## src/rtl/afifo_pkg.sv

```systemverilog
// ---------------------------------------------------------------------------
// afifo_pkg
// Shared constants and helpers for the asynchronous FIFO blocks.
//   clog2          : ceiling log2 for sizing index fields
//   AFIFO_RATIO    : default beats per FIFO word
//   AFIFO_LANE_W   : lane-index width derived from the default ratio
//   STALL_CNT_W    : width of the optional write-stall statistics counter
// ---------------------------------------------------------------------------
package afifo_pkg;

  // Ceiling log2; returns 0 for an argument of 0 or 1.
  function automatic int unsigned clog2(input int unsigned v);
    int unsigned r;
    r = 0;
    while ((64'd1 << r) < 64'(v)) r++;
    return r;
  endfunction

  localparam int unsigned AFIFO_RATIO  = 4;
  localparam int unsigned AFIFO_LANE_W = clog2(AFIFO_RATIO);
  localparam int unsigned STALL_CNT_W  = 16;

endpackage

```

## src/rtl/afifo_wr_packer.sv

```systemverilog
// ---------------------------------------------------------------------------
// afifo_wr_packer
// Write-side front end of the asynchronous FIFO (wclk domain). Packs RATIO
// narrow input beats into one DSIZE-bit word and pushes it into the FIFO
// write port, honouring wfull. A beat flagged in_last closes a partial word;
// the unused upper lanes are filled with PAD_VAL.
//
// Ports
//   wclk       in   write clock
//   wrst_n     in   asynchronous active-low reset
//   in_data    in   IN_W-bit input beat
//   in_valid   in   beat present
//   in_last    in   beat closes the current word (qualified by in_valid)
//   in_ready   out  beat accepted when in_valid && in_ready
//   wfull      in   FIFO full flag
//   winc       out  FIFO write strobe
//   wdata      out  FIFO write data, lane 0 (bits [IN_W-1:0]) = first beat
//   stall_cnt  out  saturating count of cycles stalled by wfull
//                   (present only when AFIFO_WR_STATS_EN is defined)
//
// Configuration macro: AFIFO_WR_STATS_EN enables the stall_cnt port/counter.
// ---------------------------------------------------------------------------
module afifo_wr_packer
  import afifo_pkg::*;
#(
  parameter int unsigned          IN_W    = 8,
  parameter int unsigned          RATIO   = 4,
  parameter int unsigned          DSIZE   = 32,
  parameter logic [IN_W-1:0]      PAD_VAL = '0
) (
  input  logic                    wclk,
  input  logic                    wrst_n,
  input  logic [IN_W-1:0]         in_data,
  input  logic                    in_valid,
  input  logic                    in_last,
  output logic                    in_ready,
  input  logic                    wfull,
  output logic                    winc,
  output logic [DSIZE-1:0]        wdata
`ifdef AFIFO_WR_STATS_EN
  ,
  output logic [STALL_CNT_W-1:0]  stall_cnt
`endif
);

  localparam int unsigned LANE_W = clog2(RATIO);

  // Configuration sanity checks, evaluated at elaboration.
  if (DSIZE != IN_W * RATIO) begin : g_bad_dsize
    $error("afifo_wr_packer: DSIZE must equal IN_W*RATIO");
  end
  if (RATIO < 2 || (RATIO & (RATIO - 1)) != 0) begin : g_bad_ratio
    $error("afifo_wr_packer: RATIO must be a power of two >= 2");
  end

  logic [LANE_W-1:0] lane_q, lane_d;
  logic [DSIZE-1:0]  asm_q, asm_d;
  logic [DSIZE-1:0]  wdata_q, wdata_d;
  logic              out_vld_q, out_vld_d;

  logic              drain;
  logic              accept;
  logic              close;
  logic [DSIZE-1:0]  merged;

  // A pending word leaves on the same edge the FIFO sees winc, so the
  // output register can be refilled on that edge without a bubble.
  assign drain    = out_vld_q && !wfull;
  assign winc     = drain;
  assign in_ready = !out_vld_q || drain;
  assign wdata    = wdata_q;

  assign accept = in_valid && in_ready;
  assign close  = accept && (in_last || (lane_q == LANE_W'(RATIO - 1)));

  // Current assembly with this cycle's beat dropped into its lane and every
  // lane above it forced to PAD_VAL, so a closed partial word is padded even
  // if the assembly register still holds reset zeros.
  always_comb begin
    merged = asm_q;
    for (int i = 0; i < int'(RATIO); i++) begin
      if (i == int'(lane_q)) begin
        merged[i*IN_W +: IN_W] = in_data;
      end else if (i > int'(lane_q)) begin
        merged[i*IN_W +: IN_W] = PAD_VAL;
      end
    end
  end

  // Next-state: closing a word loads the output register and restarts the
  // assembly at lane 0; a drain without a new close empties the output.
  always_comb begin
    lane_d    = lane_q;
    asm_d     = asm_q;
    wdata_d   = wdata_q;
    out_vld_d = out_vld_q;

    if (drain) begin
      out_vld_d = 1'b0;
    end

    if (accept) begin
      if (close) begin
        wdata_d   = merged;
        out_vld_d = 1'b1;
        lane_d    = '0;
        asm_d     = {RATIO{PAD_VAL}};
      end else begin
        asm_d  = merged;
        lane_d = lane_q + 1'b1;
      end
    end
  end

  always_ff @(posedge wclk or negedge wrst_n) begin
    if (!wrst_n) begin
      lane_q    <= '0;
      asm_q     <= '0;
      wdata_q   <= '0;
      out_vld_q <= 1'b0;
    end else begin
      lane_q    <= lane_d;
      asm_q     <= asm_d;
      wdata_q   <= wdata_d;
      out_vld_q <= out_vld_d;
    end
  end

`ifdef AFIFO_WR_STATS_EN
  // Stall statistics: cycles where a word is waiting on a full FIFO.
  // Saturates rather than wrapping; cleared only by reset.
  logic [STALL_CNT_W-1:0] stall_cnt_q;

  always_ff @(posedge wclk or negedge wrst_n) begin
    if (!wrst_n) begin
      stall_cnt_q <= '0;
    end else if (out_vld_q && wfull && (stall_cnt_q != '1)) begin
      stall_cnt_q <= stall_cnt_q + 1'b1;
    end
  end

  assign stall_cnt = stall_cnt_q;
`endif

endmodule
```

## config.mk

```make
export PLATFORM = sky130hd
export DESIGN_NAME = afifo_wr_packer
export DESIGN_NICKNAME = d
export VERILOG_FILES = /design/src/rtl/afifo_pkg.sv /design/src/rtl/afifo_wr_packer.sv
export SDC_FILE = /design/constraint.sdc
export NUM_CORES = 1
export LEC_CHECK = 0
export CAP_MARGIN = 20
export CELL_PAD_IN_SITES_DETAIL_PLACEMENT = 1
export CELL_PAD_IN_SITES_GLOBAL_PLACEMENT = 2
export CORE_MARGIN = 2
export CORE_UTILIZATION = 30
export DETAILED_ROUTE_END_ITERATION = 16
export GPL_TIMING_DRIVEN = 0
export PLACE_DENSITY_LB_ADDON = 0.1
export SLEW_MARGIN = 0
export SYNTH_ARGS = -nofsm -noshare
export SYNTH_HDL_FRONTEND = slang
export SYNTH_SLANG_ARGS = --single-unit
```

## constraint.sdc

```tcl
create_clock -name wclk -period 1.35 [get_ports wclk]
set_input_delay 0.27 -clock wclk [delete_from_list [all_inputs] [get_ports wclk]]
set_output_delay 0.27 -clock wclk [all_outputs]
set_load 0.03 [all_outputs]
```

== Word-level counts from Yosys, hierarchy flattened ==
Index checks and enable logic that the tools add are counted.
Operators by class
  reductions and logical operators: 9
  equality and inequality tests: 4
  add/sub/neg operators: 1
  magnitude comparators: 3
  multiplexer cells: 12
Operators by type and width (count)
  8-bit two-way mux: 7
  32-bit two-way mux: 1
  2-bit equality test, first input constant: 2
  2-bit greater-than comparator, first input constant: 2
  1-bit logical AND: 3
  1-bit two-way mux: 3
  2-bit by 1-bit adder with 2-bit output, second input constant: 1
  1-bit by 2-bit equality test with 1-bit output, first input constant: 1
  2-bit equality test, second input constant: 1
  1-bit by 2-bit greater-than comparator with 1-bit output, first input constant: 1
  1-bit logical NOT: 2
  2-bit logical NOT: 1
  1-bit logical OR: 2
  2-bit two-way mux: 1
  2-bit AND reduction: 1
Word-level totals
  bits of input ports: 13
  word-level logic and storage cells: 33
  register bits: 67
  output and inout bits: 34

== Logic depth before layout (Yosys ltp) ==
  depth after elaboration: 7
  mapped depth: 7

== Worst setup path after synthesis ==
Ideal clock, no wire load.
  path type: reg2reg
  start: register lane_q[0]
  end: register asm_q[18]
  library setup time: 121 ps
  stages on the path, launching flop included: 8
  slack: -132 ps
  required time: 1229 ps
  data arrival time: 1361 ps
  path through: dfrtp_1 > inv_1 > ha_1 > buf_4 > nor2b_1 > buf_4 > a21o_1 > a22o_1
Between the ends
  word-level cells in the longest chain between the ends: 4
  elaborated cells on any way between the ends: 8
  those cells by class: order compare: 1; eq/ne: 2; mux: 3; reduce/logical: 2
RTL lines
  start, declared: RTL line afifo_wr_packer.sv:56  | logic [LANE_W-1:0] lane_q, lane_d;
  start signal, assigned: RTL line afifo_wr_packer.sv:122  | lane_q <= lane_d;
  2-bit greater-than comparator or 2-bit equality test (tied branches): RTL line afifo_wr_packer.sv:84, afifo_wr_packer.sv:74
  8-bit two-way mux or 1-bit logical OR (tied branches): RTL line afifo_wr_packer.sv:84, afifo_wr_packer.sv:74
  8-bit two-way mux or 1-bit logical AND (tied branches): RTL line afifo_wr_packer.sv:82, afifo_wr_packer.sv:74
  32-bit two-way mux (*): RTL line afifo_wr_packer.sv:103  | if (close) begin
  end signal, assigned: RTL line afifo_wr_packer.sv:123  | asm_q <= asm_d;
  end, declared: RTL line afifo_wr_packer.sv:57  | logic [DSIZE-1:0] asm_q, asm_d;
Every way passes the cells marked *; elsewhere a longest branch is shown, timed or not.
A chain may end at the register's enable or synchronous reset.

== Worst setup path in the final report ==
  start: register lane_q[1]
  end: register asm_q[9]
Between the ends
  word-level cells in the longest chain between the ends: 4
  elaborated cells on any way between the ends: 8
  those cells by class: order compare: 1; eq/ne: 2; mux: 3; reduce/logical: 2
RTL lines (RTL line)
  1-bit by 2-bit greater-than comparator with 1-bit output or 2-bit equality test (tied branches): afifo_wr_packer.sv:84, afifo_wr_packer.sv:74
  8-bit two-way mux or 1-bit logical OR (tied branches): afifo_wr_packer.sv:84, afifo_wr_packer.sv:74
  8-bit two-way mux or 1-bit logical AND (tied branches): afifo_wr_packer.sv:82, afifo_wr_packer.sv:74
  32-bit two-way mux (*): afifo_wr_packer.sv:103
Marked as above.

==> results list <==
- Run status: finished, violations left
- Violated checks: negative setup slack
* Drt total wl: 7.60 mm
- The first TritonRoute pass finished after 4 iterations.
- Transition time at the pin with the least slew margin: 758 ps
- Counting along the longest clock path gives a buffer depth of 2.
- Data on the critical path is required at its endpoint by 1620 ps.
- DPL Wire Length: 4.61 mm
* Tightest Hold Check Type: input pin to asynchronous set/reset pin
* Remaining antenna violation count after routing: 0
- Warnings from Yosys: 0
- Number of buffers created by CTS: 9
- Post-synthesis instance area: 2530 sq um
- Number of buffers added on ports: 46
- Number of vias per cell after detailed routing: 5.00
- The first global-routing pass estimated 11.9 mm of wire.
- The later pin in the worst-skew pair is clocked with a latency of 340 ps.
- Critical path peak fanout: 8
- Number of violations reported at the end of detailed-routing iteration 0: 42
- Counting flops and latches in the post-synthesis netlist gives 59.
* Worst clock skew: slightly below 7 ps
- Number of nets in the finished design: about 310
- Most frequent cells in the layout: sky130_fd_sc_hd__dfrtp_1, sky130_fd_sc_hd__a22o_1, sky130_fd_sc_hd__o21ai_2
* Synthesized area divided by synthesized cell count: 12.2 sq um
- CTS tree: yes
* Total inserted antenna cells: 0
* Maximum number of pins on one net before global-route repair: 60
- In this run the horizontal extent of the chip is 95.8 um.
- Summing the sequential cell areas from Yosys gives between 50% and 60% of the chip area.
* Count of unique library cells instantiated by Yosys: 27
- Setup repair after global routing could not meet its margin everywhere.
* Core region area: 8180 sq um
* Post-route clock period utilization: 110%
* Global route overflow: 0
* Routed vias: a little under 2000
- 47 I/O pins were placed.
* Peak VDD IR: a little under 0.8 mV
* Routability cong.: 0.704
- Clk pin slew, worst setup/hold paths: 70 ps
- Max-cap violations in this run came to 0.
* Number of antenna violations at the first check in global routing: 0
- STA classifies the critical path endpoint as a flip-flop.
- Timing would allow up to ~670 MHz.
* Area growth from synthesis to layout: 55.6%
- The die covers between 9000 and 10000 sq um.
* Most frequent standard cell in the layout excluding fill and tap cells: sky130_fd_sc_hd__dfrtp_1
- Number of hold violations in the final report: 0
- Once routing completed, OpenROAD measured the worst setup slack at -141 ps.
* Per-cell routed wire length: approximately 19 um
* Critical-path cell list: ha_4 > buf_6 > nor2_4 > and3_2 > a22o_1
- Final Total Pwr: 0.00636 W
- Summed over all cells, the static leakage comes to about 1.7 nW.
- Proportion of layout cells with a drive suffix above 1: 53.9%
* Root Buffer: sky130_fd_sc_hd__clkbuf_8
- GR Util All Layers: 18.1%
- Pins over their slew limit: 0
- For the worst setup path, the data arrival time is 1760 ps.
- Counting every instance in the synthesized netlist gives 207.
- Hold-fix buffers at CTS: 0
- On the worst path, the slowest cell contributes a delay of 450 ps.
- Worst slew margin: 49.5%
* Type of the worst setup path: flip-flop to flip-flop
* Depth of the CTS H-tree: 3
- Finished Core Util: 48.1%
* # fillers: around 840
- Fin crit period: 1490 ps
- Number of rows created at floorplan: 33
- DIE HEIGHT: between 90 and 100 um
- Startpoint types: flip-flop
- Clk sink count: between 50 and 60
- Cell area power density: 1620 nW/um^2
* # DRC: 0
- Vias in the first global route: 2098
- Registers take 1480 sq um.
- The number of nets handed over by synthesis was 224.
- Summing all multi-input logic gate instances after layout gives ~1200 sq um.
- On the critical path, the stage with the largest delay is an instance of sky130_fd_sc_hd__dfrtp_2.
* Final setup violating endpoints: 53
- Once the floorplan was initialized, standard cells occupied 30.9% of the core.
[cell usage after synthesis]
| cell type | instances | area, sq um |
|---|---|---|
| sky130_fd_sc_hd__a21bo_2 | 1 | 10.0 |
| sky130_fd_sc_hd__a21boi_4 | 1 | 18.8 |
| sky130_fd_sc_hd__a21o_1 | 1 | 7.51 |
| sky130_fd_sc_hd__a21o_2 | 1 | 8.76 |
| sky130_fd_sc_hd__a22o_1 | 32 | 280 |
| sky130_fd_sc_hd__a22oi_1 | 16 | 120 |
| sky130_fd_sc_hd__and2_1 | 1 | 6.26 |
| sky130_fd_sc_hd__and3_1 | 3 | 18.8 |
| sky130_fd_sc_hd__buf_2 | 1 | 5.00 |
| sky130_fd_sc_hd__buf_4 | 6 | 45.0 |
| sky130_fd_sc_hd__buf_6 | 5 | 56.3 |
| sky130_fd_sc_hd__clkbuf_1 | 3 | 11.3 |
| sky130_fd_sc_hd__clkbuf_2 | 2 | 10.0 |
| sky130_fd_sc_hd__dfrtp_1 | 59 | 1480 |
| sky130_fd_sc_hd__ha_1 | 4 | 50.1 |
| sky130_fd_sc_hd__inv_1 | 2 | 7.51 |
| sky130_fd_sc_hd__mux2i_1 | 8 | 80.1 |
| sky130_fd_sc_hd__nand2_1 | 2 | 7.51 |
| sky130_fd_sc_hd__nand2_4 | 1 | 11.3 |
| sky130_fd_sc_hd__nand3_1 | 2 | 10.0 |
| sky130_fd_sc_hd__nor2_1 | 1 | 3.75 |
| sky130_fd_sc_hd__nor2_2 | 1 | 6.26 |
| sky130_fd_sc_hd__nor2b_1 | 2 | 12.5 |
| sky130_fd_sc_hd__o21ai_0 | 45 | 225 |
| sky130_fd_sc_hd__o21ai_1 | 5 | 25.0 |
| sky130_fd_sc_hd__o21ai_2 | 1 | 8.76 |
| sky130_fd_sc_hd__or2_2 | 1 | 6.26 |
[final cells by class]
type	instances	area share, %
multi-input cells	129	31.2
well taps	105	3.34
flip-flops and latches	59	37.6
clock buffers	11	3.59
repair buffers	77	19.5
clock inverters	5	1.34
inverters	2	0.318
plain buffers	10	3.12
[cell families (layout without fill, tap and decap cells)]
family,count (synthesis),after routing,share of synthesized area [%]
buffers and inverters,19,105,5.34
muxes,8,8,3.17
AOI/OAI and AO/OA,103,103,27.9
DFF,59,59,58.4
and+or+nand+nor,14,14,3.27
adders and majority gates,4,4,1.98
[report_power, final]
part	leakage, nW	internal, W	switching [W]
registers	0.792	0.00208	0.000209
clock network	0.0991	0.000894	0.000726
logic	0.855	0.00113	0.00131
total	1.75	0.00411	0.00225
[sequential cells by signal, indices dropped and copies added, names as in the netlist]
register and count:
asm_q 24, lane_q 2, out_vld_q 1, wdata 32
[per-layer routing]
metal  vias to the layer above  part of all wire (%)  global-route usage (%)  routed length (um)
met5                         -                     0                       0                   0
met4                         0                  0.79                    5.00                  60
met3                         7                   3.5                    4.70                 269
met2                        34                    48                    27.7                3630
met1                      1003                    48                    25.2                3640
li1                        945                     -                       -                   -
[worst paths after layout]
path | cells past startpoint | endpoint | slack, ps | from
min reg2reg | 2 | wdata[6]$_DFFE_PN0P_ | 490 | wdata[6]$_DFFE_PN0P_
max in group asynchronous | 1 | out_vld_q$_DFF_PN0_ | 810 | wrst_n
max | 5 | asm_q[9]$_DFFE_PN0P_ | -140 | lane_q[1]$_DFFE_PN0P_
min in group wclk | 3 | out_vld_q$_DFF_PN0_ | 440 | wfull
max reg2reg | 5 | asm_q[9]$_DFFE_PN0P_ | -140 | lane_q[1]$_DFFE_PN0P_
min | 1 | wdata[3]$_DFFE_PN0P_ | 2 | wrst_n
[repair_timing]
action,4_1_cts,5_1_grt
hold endpoints to repair,0,0
setup endpoints to repair,91,79
gates cloned,3,1
resized for setup,184,70
pin swaps,44,23
setup buffers,26,5
[worst max-delay path: cells and delay by family (launching register included)]
family,cells,cell delay (ps)
simple gates,2,510
buf+inv,1,110
fa+ha+maj,1,180
compound gates,1,170
flops,1,450
[metrics by stage]
stage	TNS (ps)	instance area [sq um]	hold WS [ps]	setup slack, ps	instances
floorplan	-897	2590	-25.6	-58.8	207
global placement	-145750	3190	482	-2090	358
detailed placement	-24060	3180	412	-525	358
CTS	-4210	3950	35.6	-137	398
global route	-7520	3940	54.6	-202	398
finish	-4400	3940	2.15	-141	398
Note: power is estimated with default switching activity, not from simulation.
